===== config.mk =====
export PLATFORM = sky130hd
export DESIGN_NAME = mem_access_ctrl
export DESIGN_NICKNAME = d
export VERILOG_FILES = /design/src/rtl/mem_access_ctrl.sv
export SDC_FILE = /design/constraint.sdc
export NUM_CORES = 1
export LEC_CHECK = 0
export ABC_CLOCK_PERIOD_IN_PS = 5900
export BUFFER_PORTS_ARGS = -buffer_cell sky130_fd_sc_hd__buf_2
export CAP_MARGIN = 20
export CELL_PAD_IN_SITES_DETAIL_PLACEMENT = 1
export CELL_PAD_IN_SITES_GLOBAL_PLACEMENT = 1
export CORE_ASPECT_RATIO = 0.9
export CORE_UTILIZATION = 32
export CTS_CLUSTER_SIZE = 40
export DETAILED_ROUTE_END_ITERATION = 7
export PLACE_DENSITY = 0.69
export SLEW_MARGIN = 20
export SYNTH_ARGS = -nofsm -noshare
export SYNTH_HDL_FRONTEND = slang
export SYNTH_SLANG_ARGS = --single-unit
export TNS_END_PERCENT = 100

===== constraint.sdc =====
create_clock -name clk -period 5.9 [get_ports clk]
set_input_delay 0.885 -clock clk [delete_from_list [all_inputs] [get_ports clk]]
set_output_delay 0.885 -clock clk [all_outputs]
set_load 0.02 [all_outputs]

===== src/rtl/mem_access_ctrl.sv =====
// mem_access_ctrl: sequences one 32-bit load/store as two 16-bit SRAM phases.
// Ports: pipeline side (rd_en, wr_en, address, write_data, read_data, ready),
// SRAM side (sram_addr, sram_dq_out, sram_dq_in, sram_dq_oe, sram_we_n).
module mem_access_ctrl #(
  parameter int ADDR_BASE   = 1024,
  parameter int WAIT_CYCLES = 4
) (
  input  logic        clk,
  input  logic        rst,
  input  logic        rd_en,
  input  logic        wr_en,
  input  logic [31:0] address,
  input  logic [31:0] write_data,
  output logic [31:0] read_data,
  output logic        ready,
  output logic [17:0] sram_addr,
  output logic [15:0] sram_dq_out,
  input  logic [15:0] sram_dq_in,
  output logic        sram_dq_oe,
  output logic        sram_we_n
);

  localparam int CW = $clog2(WAIT_CYCLES);
  localparam logic [CW-1:0] LAST = CW'(WAIT_CYCLES - 1);

  typedef enum logic [1:0] {
    IDLE,
    LOW,
    HIGH,
    DONE
  } state_t;

  state_t        state;
  logic [CW-1:0] cnt;
  logic          wr_q;
  logic [31:0]   data_q;

  logic          req;
  logic          last;
  logic          next_last;
  logic [31:0]   offset;

  assign req       = rd_en | wr_en;
  assign last      = (cnt == LAST);
  assign next_last = ((cnt + CW'(1)) == LAST);
  assign offset    = address - 32'(ADDR_BASE);

  assign ready = (state == DONE) ||
                 (state == IDLE && !req);

  // Strobes are registered from the next-state view so they line up with
  // the phase/counter they describe; the write strobe lifts one cycle
  // early in each phase to hold address and data stable.
  always_ff @(posedge clk or negedge rst) begin
    if (!rst) begin
      state       <= IDLE;
      cnt         <= '0;
      wr_q        <= 1'b0;
      data_q      <= '0;
      read_data   <= '0;
      sram_addr   <= '0;
      sram_dq_out <= '0;
      sram_dq_oe  <= 1'b0;
      sram_we_n   <= 1'b1;
    end else begin
      unique case (state)
        IDLE: begin
          if (req) begin
            state       <= LOW;
            cnt         <= '0;
            wr_q        <= wr_en;
            data_q      <= write_data;
            sram_addr   <= {offset[18:2], 1'b0};
            sram_dq_out <= write_data[15:0];
            sram_dq_oe  <= wr_en;
            sram_we_n   <= ~wr_en;
          end
        end
        LOW: begin
          if (last) begin
            state        <= HIGH;
            cnt          <= '0;
            sram_addr[0] <= 1'b1;
            sram_dq_out  <= data_q[31:16];
            sram_we_n    <= ~wr_q;
            if (!wr_q)
              read_data[15:0] <= sram_dq_in;
          end else begin
            cnt <= cnt + CW'(1);
            if (next_last)
              sram_we_n <= 1'b1;
          end
        end
        HIGH: begin
          if (last) begin
            state      <= DONE;
            cnt        <= '0;
            sram_we_n  <= 1'b1;
            sram_dq_oe <= 1'b0;
            if (!wr_q)
              read_data[31:16] <= sram_dq_in;
          end else begin
            cnt <= cnt + CW'(1);
            if (next_last)
              sram_we_n <= 1'b1;
          end
        end
        DONE: begin
          state <= IDLE;
        end
      endcase
    end
  end

endmodule


==> impl_metrics.env, run 1 <==
export IMPL_p_clk_share_pct=19.6
export IMPL_r2r_start="state[1]$_DFFE_PN0P_"
export IMPL_clk_latency_ns=0.33
export IMPL_cp_arrival_ns=2.09
export IMPL_cellLeakagePower_nw=2.470
export IMPL_crit_path_max_fanout=9
export IMPL_p_int_w=0.001864
export IMPL_yosysTopAreaCellShare_pct=56.99
export IMPL_port_buffers=137
export IMPL_yosysMostFrequentCell="dfrtp_1"
export IMPL_yosys_area_top_type="dfrtp_1"
export IMPL_core_mm2=0.01157
export IMPL_start_util_pct=33.38
export IMPL_combPwrFrac_pct=45.0
export IMPL_fin_skew_ns=0.006837
export IMPL_start_kind="flop"
export IMPL_detailed_place_hpwl_um=7437
export IMPL_area_growth_pct=29.99
export IMPL_pwr_share_seq_pct=35.3
export IMPL_post_cts_setup_buffers=0
export IMPL_cp_data_required_time_ns=5.02
export IMPL_reg2reg_depth=5
export IMPL_wire_per_inst_um=16.27
export IMPL_yosysWarnings=0
export IMPL_clk_path_buf_depth=2
export IMPL_cts_repair_resize_count=0
export IMPL_drc=0
export IMPL_placed_cell_area_mm2=0.004710
export IMPL_synth_main_ff_cell="dfrtp_1"
export IMPL_synth_seq_cells=89
export IMPL_status="finished, final reports clean"
export IMPL_grt_pass1_wl_um=16880
export IMPL_powerDensity_mw_per_mm2=612.1
export IMPL_die_x_um=117.8
export IMPL_antenna_found_initial=0
export IMPL_final_layout_size_suffix_gt1_share_pct=46.35
export IMPL_rsz0062_at_grt="false"
export IMPL_grt_overflow=0
export IMPL_tightest_slew_ns=1.082
export IMPL_grt_max_degree=46
export IMPL_hold_start="data_q[23]$_DFFE_PN0P_"
export IMPL_n_antenna_cell=0
export IMPL_drt_iter0_markers=61
export IMPL_max_freq_ghz=0.3357
export IMPL_cts_root_buffer="clkbuf_16"
export IMPL_tns_ns=0
export IMPL_finalMaxSlewViolations=0
export IMPL_synth_common_cells="88 x dfrtp_1, 80 x nand2_1, 56 x mux2_2"
export IMPL_wl_um=10120
export IMPL_min_path_cells=2
export IMPL_postSynthAreaPerCell_um2=11.96
export IMPL_clkTransAtPathRegs_ns=0.06
export IMPL_rows=37
export IMPL_boundaryPins=153
export IMPL_die_h_um=106.2
export IMPL_num_vias=2884
export IMPL_postSynthCellCount=323
export IMPL_via_per_inst=4.637
export IMPL_r2r_slack_ns=2.95
export IMPL_maxCapViolCount=0
export IMPL_grt_util_all_layers_pct=17.39
export IMPL_postCtsHoldBufs=0
export IMPL_postRouteAntennaNets=0
export IMPL_layout_nets=554
export IMPL_r2r_end="sram_dq_out[4]$_DFFE_PN0P_"
export IMPL_period_share_pct=50.49
export IMPL_cts_max_level=3
export IMPL_period_minus_slack_ns=2.979
export IMPL_finalSetupViolations=0
export IMPL_worstSetupPathType="flop to output port"
export IMPL_swShare_pct=39.37
export IMPL_dp_cells=606
export IMPL_synth_edf_count=0
export IMPL_hold_class="flop to flop"
export IMPL_die_area_mm2=0.01252
export IMPL_timing_slew_headroom_pct=27.90
export IMPL_cts_sinks=89
export IMPL_synthTopCellsByArea="dfrtp_1 57%, mux2_2 16%, nand2_1 7.8%"
export IMPL_place_congestion=0.7764
export IMPL_synthArstFlopShare_pct=100.0
export IMPL_min_to="data_q[23]$_DFFE_PN0P_"
export IMPL_stdcell_count=622
export IMPL_final_cell_area_mm2=0.005022
export IMPL_finalHoldViolCount=0
export IMPL_first_pass_iters=4
export IMPL_cts_tree="yes"
export IMPL_end_kind="output port"
export IMPL_synth_seq_area_share_pct=57.67
export IMPL_synth_nets=416
export IMPL_grt_pass1_vias=3282
export IMPL_numCtsBuffers=9
export IMPL_synth_area_mm2=0.003864
export IMPL_p_sw_w=0.001210
export IMPL_peakVddDrop_v=0.0002452
export IMPL_yosys_cell_types_count=38
## cells by family after synthesis
kind of cell | synth area share (%)
XOR/XNOR | 0.4535
multiplexers | 19.20
buffers and inverters | 2.234
flip-flops | 57.67
adder cells (fa/ha/maj) | 2.915
AND/OR/NAND/NOR | 12.82
AO/OA/AOI/OAI | 4.696
## metrics by stage
step | power, W | worst slack, ns | util [%] | hold slack, ns
after floorplan | 0.002025 | 3.466 | - | 0.4401
after global placement | 0.002438 | 2.884 | 40.69 | 0.4542
after detailed placement | 0.002507 | 2.822 | 40.69 | 0.4576
after CTS | 0.003135 | 2.801 | 43.39 | 0.4766
after global routing | 0.003300 | 2.702 | 43.39 | 0.4971
final | 0.003074 | 2.921 | 43.39 | 0.4715
## how the worst max path moves through the flow
stage	startpoint	end	slack, ns	cells after the start
2_1_floorplan	wr_en	ready	3.47	2
3_3_place_gp	state[1]$_DFFE_PN0P_	sram_dq_out[2]$_DFFE_PN0P_	2.88	5
3_5_place_dp	state[1]$_DFFE_PN0P_	sram_dq_out[1]$_DFFE_PN0P_	2.82	5
4_1_cts	state[1]$_DFFE_PN0P_	sram_dq_out[4]$_DFFE_PN0P_	2.80	5
5_1_grt	state[1]$_DFFE_PN0P_	sram_dq_out[1]$_DFFE_PN0P_	2.70	5
6_report	state[0]$_DFFE_PN0P_	ready	2.92	5
## worst max-delay path: stages, from the launching register on
cell      delay, ns
dfrtp_1        0.41
inv_1          0.13
ha_1           0.41
or3b_2         0.53
nand2b_1       0.11
buf_2          0.17
## cell type report
| class | instances | area [µm²] |
|---|---|---|
| multi-input cells | 215 | 1553 |
| inverters | 6 | 22.52 |
| well taps | 156 | 195.2 |
| clock inverters | 4 | 76.32 |
| repair buffers | 140 | 710.7 |
| clock buffers | 12 | 236.5 |
| fillers | 1326 | 6551 |
| flip-flops and latches | 89 | 2228 |
## layer usage
layer | up-vias | GRT usage [%] | wire length, µm | share of wire (%)
met5 | - | 0 | 0 | 0
met4 | 0 | 7.326 | 251 | 2.5
met3 | 17 | 4.882 | 485 | 4.8
met2 | 75 | 29.92 | 5144 | 51
met1 | 1423 | 20.36 | 4240 | 42
li1 | 1369 | - | - | -
## registers in the layout, indices dropped and copies added (netlist names)
| signal | cells |
|---|---|
| read_data | 32 |
| sram_addr | 18 |
| sram_dq_oe | 1 |
| sram_we_n | 1 |
| state | 2 |
| sram_dq_out | 16 |
| wr_q | 1 |
| cnt | 2 |
| data_q | 16 |
## layout by cell type (no fill, tap or decap), types with 5 or more instances in the layout
| cell | synthesis | final |
|---|---|---|
| a31oi_1 | 5 | 5 |
| mux2_1 | 9 | 9 |
| buf_2 | 3 | 136 |
| nand2_1 | 80 | 80 |
| inv_1 | 6 | 6 |
| nor2_1 | 11 | 11 |
| clkbuf_16 | 0 | 9 |
| dfrtp_1 | 88 | 88 |
| o21ai_0 | 12 | 12 |
| ha_1 | 9 | 9 |
| mux2_2 | 56 | 56 |
## power groups by stage
stage | Combinational, W | Clock, W | Sequential (W)
6_report | 0.00138 | 0.000604 | 0.00109
5_1_grt | 0.00152 | 0.000650 | 0.00114
4_1_cts | 0.00142 | 0.000625 | 0.00109
3_5_place_dp | 0.00141 | 0 | 0.00110
3_3_place_gp | 0.00136 | 0 | 0.00108
2_1_floorplan | 0.000653 | 0 | 0.00137
(Power assumes the default switching activity.)
==> run 2: changes to the inputs <==
--- a/config.mk
+++ b/config.mk
@@ -5,7 +5,7 @@
 export SDC_FILE = /design/constraint.sdc
 export NUM_CORES = 1
 export LEC_CHECK = 0
-export ABC_CLOCK_PERIOD_IN_PS = 5900
+export ABC_CLOCK_PERIOD_IN_PS = 2800
 export BUFFER_PORTS_ARGS = -buffer_cell sky130_fd_sc_hd__buf_2
 export CAP_MARGIN = 20
 export CELL_PAD_IN_SITES_DETAIL_PLACEMENT = 1
==> constraint.sdc (replaced) <==
create_clock -name clk -period 2.8 [get_ports clk]
set_input_delay 0.42 -clock clk [delete_from_list [all_inputs] [get_ports clk]]
set_output_delay 0.42 -clock clk [all_outputs]
set_load 0.02 [all_outputs]
==> impl_metrics.env, run 2 (same netlist as run 1, synthesis figures left out) <==
export IMPL_status="finished, final reports clean"
export IMPL_port_buffers=137
export IMPL_start_kind="flop"
export IMPL_finalHoldViolCount=0
export IMPL_critPathSlowestCell="or3b_2"
export IMPL_mostFrequentLayoutCells="136 x buf_2, 88 x dfrtp_1, 80 x nand2_1, 56 x mux2_2, 12 x o21ai_0"
export IMPL_postRouteAntennaNets=0
export IMPL_num_vias=2891
export IMPL_clk_path_buf_depth=2
export IMPL_tightest_slew_ns=0.9399
export IMPL_die_area_mm2=0.01252
export IMPL_cts_tree="yes"
export IMPL_r2r_start="state[0]$_DFFE_PN0P_"
export IMPL_wire_per_inst_um=15.42
export IMPL_end_kind="output port"
export IMPL_wl_um=9638
export IMPL_crit_path_max_fanout=7
export IMPL_grt_max_degree=48
export IMPL_area_growth_pct=30.12
export IMPL_crit_buf_inv=3
export IMPL_rsz0062_at_grt="false"
export IMPL_reg_largest_list="read_data (32), sram_addr (18)"
export IMPL_grt_pass1_vias=3013
export IMPL_setup_worst_path_start="state[0]$_DFFE_PN0P_"
export IMPL_antenna_found_initial=0
export IMPL_grt_overflow=0
export IMPL_final_cell_area_mm2=0.005027
export IMPL_utilization_pct=43.44
export IMPL_timing_slew_headroom_pct=37.14
export IMPL_clkTransAtPathRegs_ns=0.06
export IMPL_cts_root_buffer="clkbuf_16"
export IMPL_fin_skew_ns=0.004017
export IMPL_maxCapViolCount=0
export IMPL_first_pass_iters=4
export IMPL_powerDensity_mw_per_mm2=1260
export IMPL_regMostFlops="read_data"
export IMPL_final_common_cell="buf_2"
export IMPL_period_share_pct=87.20
export IMPL_cp_arrival_ns=2.02
export IMPL_post_cts_setup_buffers=0
export IMPL_clk_latency_ns=0.34
export IMPL_cts_sinks=89
export IMPL_cts_repair_resize_count=0
export IMPL_cellLeakagePower_nw=2.469
export IMPL_drt_iter0_markers=72
export IMPL_cp_data_required_time_ns=2.38
export IMPL_final_layout_size_suffix_gt1_share_pct=47.33
export IMPL_finalMaxSlewViolations=0
export IMPL_numCtsBuffers=9
export IMPL_grt_pass1_wl_um=15810
export IMPL_period_minus_slack_ns=2.442
export IMPL_placed_cell_area_mm2=0.004745
export IMPL_max_freq_ghz=0.4096
export IMPL_hold_class="input port to async pin"
export IMPL_drc=0
export IMPL_detailed_place_hpwl_um=6990
export IMPL_slowest_delay_ns=0.49
export IMPL_place_congestion=0.7626
export IMPL_die_h_um=106.2
export IMPL_stdcell_count=625
export IMPL_grt_util_all_layers_pct=16.37
export IMPL_dp_cells=609
export IMPL_n_antenna_cell=0
export IMPL_tns_ns=0
export IMPL_start_util_pct=33.38
export IMPL_crit_chain="inv_1, ha_1, buf_4, or3b_2, nand2b_1, buf_2"
export IMPL_via_per_inst=4.626
export IMPL_peakVddDrop_v=0.0004624
export IMPL_layout_nets=557
export IMPL_crit_family="simple AND/OR/NAND/NOR gates"
export IMPL_postCtsHoldBufs=0
export IMPL_largest_reg_flops=32
export IMPL_cts_max_level=3
export IMPL_core_mm2=0.01157
export IMPL_die_x_um=117.8
export IMPL_hold_worst_slack_ns=0.07148
export IMPL_boundaryPins=153
export IMPL_finalSetupViolations=0
export IMPL_worstSetupPathType="flop to output port"
export IMPL_rows=37
run 2: changes by cell type in the layout (fill, tap and decap cells not counted), moves of 2 or more:
cell / delta
bufinv_16: -2
clkbuf_1: -3
clkinvlp_4: +3
buf_4: +2
run 2: metal layers:
metal	global-route usage, %	part of all wire [%]
met5	0	0
met1	19.79	42
met4	7.326	2.4
met2	27.27	51
met3	4.560	5.0
run 2: final timing paths:
| kind | endpoint | slack [ns] | cells past startpoint |
|---|---|---|---|
| setup / recovery | ready | 0.36 | 6 |
| hold / removal | sram_addr[10]$_DFFE_PN0P_ | 0.07 | 1 |
| setup reg to reg | sram_dq_out[1]$_DFFE_PN0P_ | 0.54 | 5 |
| hold reg to reg | data_q[19]$_DFFE_PN0P_ | 0.47 | 2 |
| max in group asynchronous | read_data[25]$_DFFE_PN0P_ | 2.07 | 2 |
| min in group clk | data_q[21]$_DFFE_PN0P_ | 0.27 | 3 |
run 2: final cells by class:
class,count,area [µm²]
fill,1347,6546
multi-input combinational,215,1553
timing repair buffer,143,745.7
clock inverter,6,43.79
tap,156,195.2
sequential,89,2228
inverter,6,22.52
clock buffer,10,239.0
run 2: worst reg2reg max path, cell delays in order, from the launching register on:
cell     delay, ns
dfrtp_1       0.40
inv_1         0.11
ha_1          0.24
nor3b_4       0.19
nor3_4        0.79
mux2_2        0.42
run 2: where the power goes:
part	internal (W)	total (W)	switching [W]
Clock	0.000625	0.00115	0.000520
Sequential	0.00196	0.00229	0.000337
Combinational	0.00120	0.00290	0.00169
run 2: stage by stage:
| stage | total power (W) | worst slack [ns] |
|---|---|---|
| 2_1_floorplan | 0.004267 | 0.8697 |
| 3_3_place_gp | 0.005152 | 0.5386 |
| 3_5_place_dp | 0.005272 | 0.4812 |
| 4_1_cts | 0.006446 | 0.3373 |
| 5_1_grt | 0.006786 | 0.2524 |
| 6_report | 0.006333 | 0.3585 |
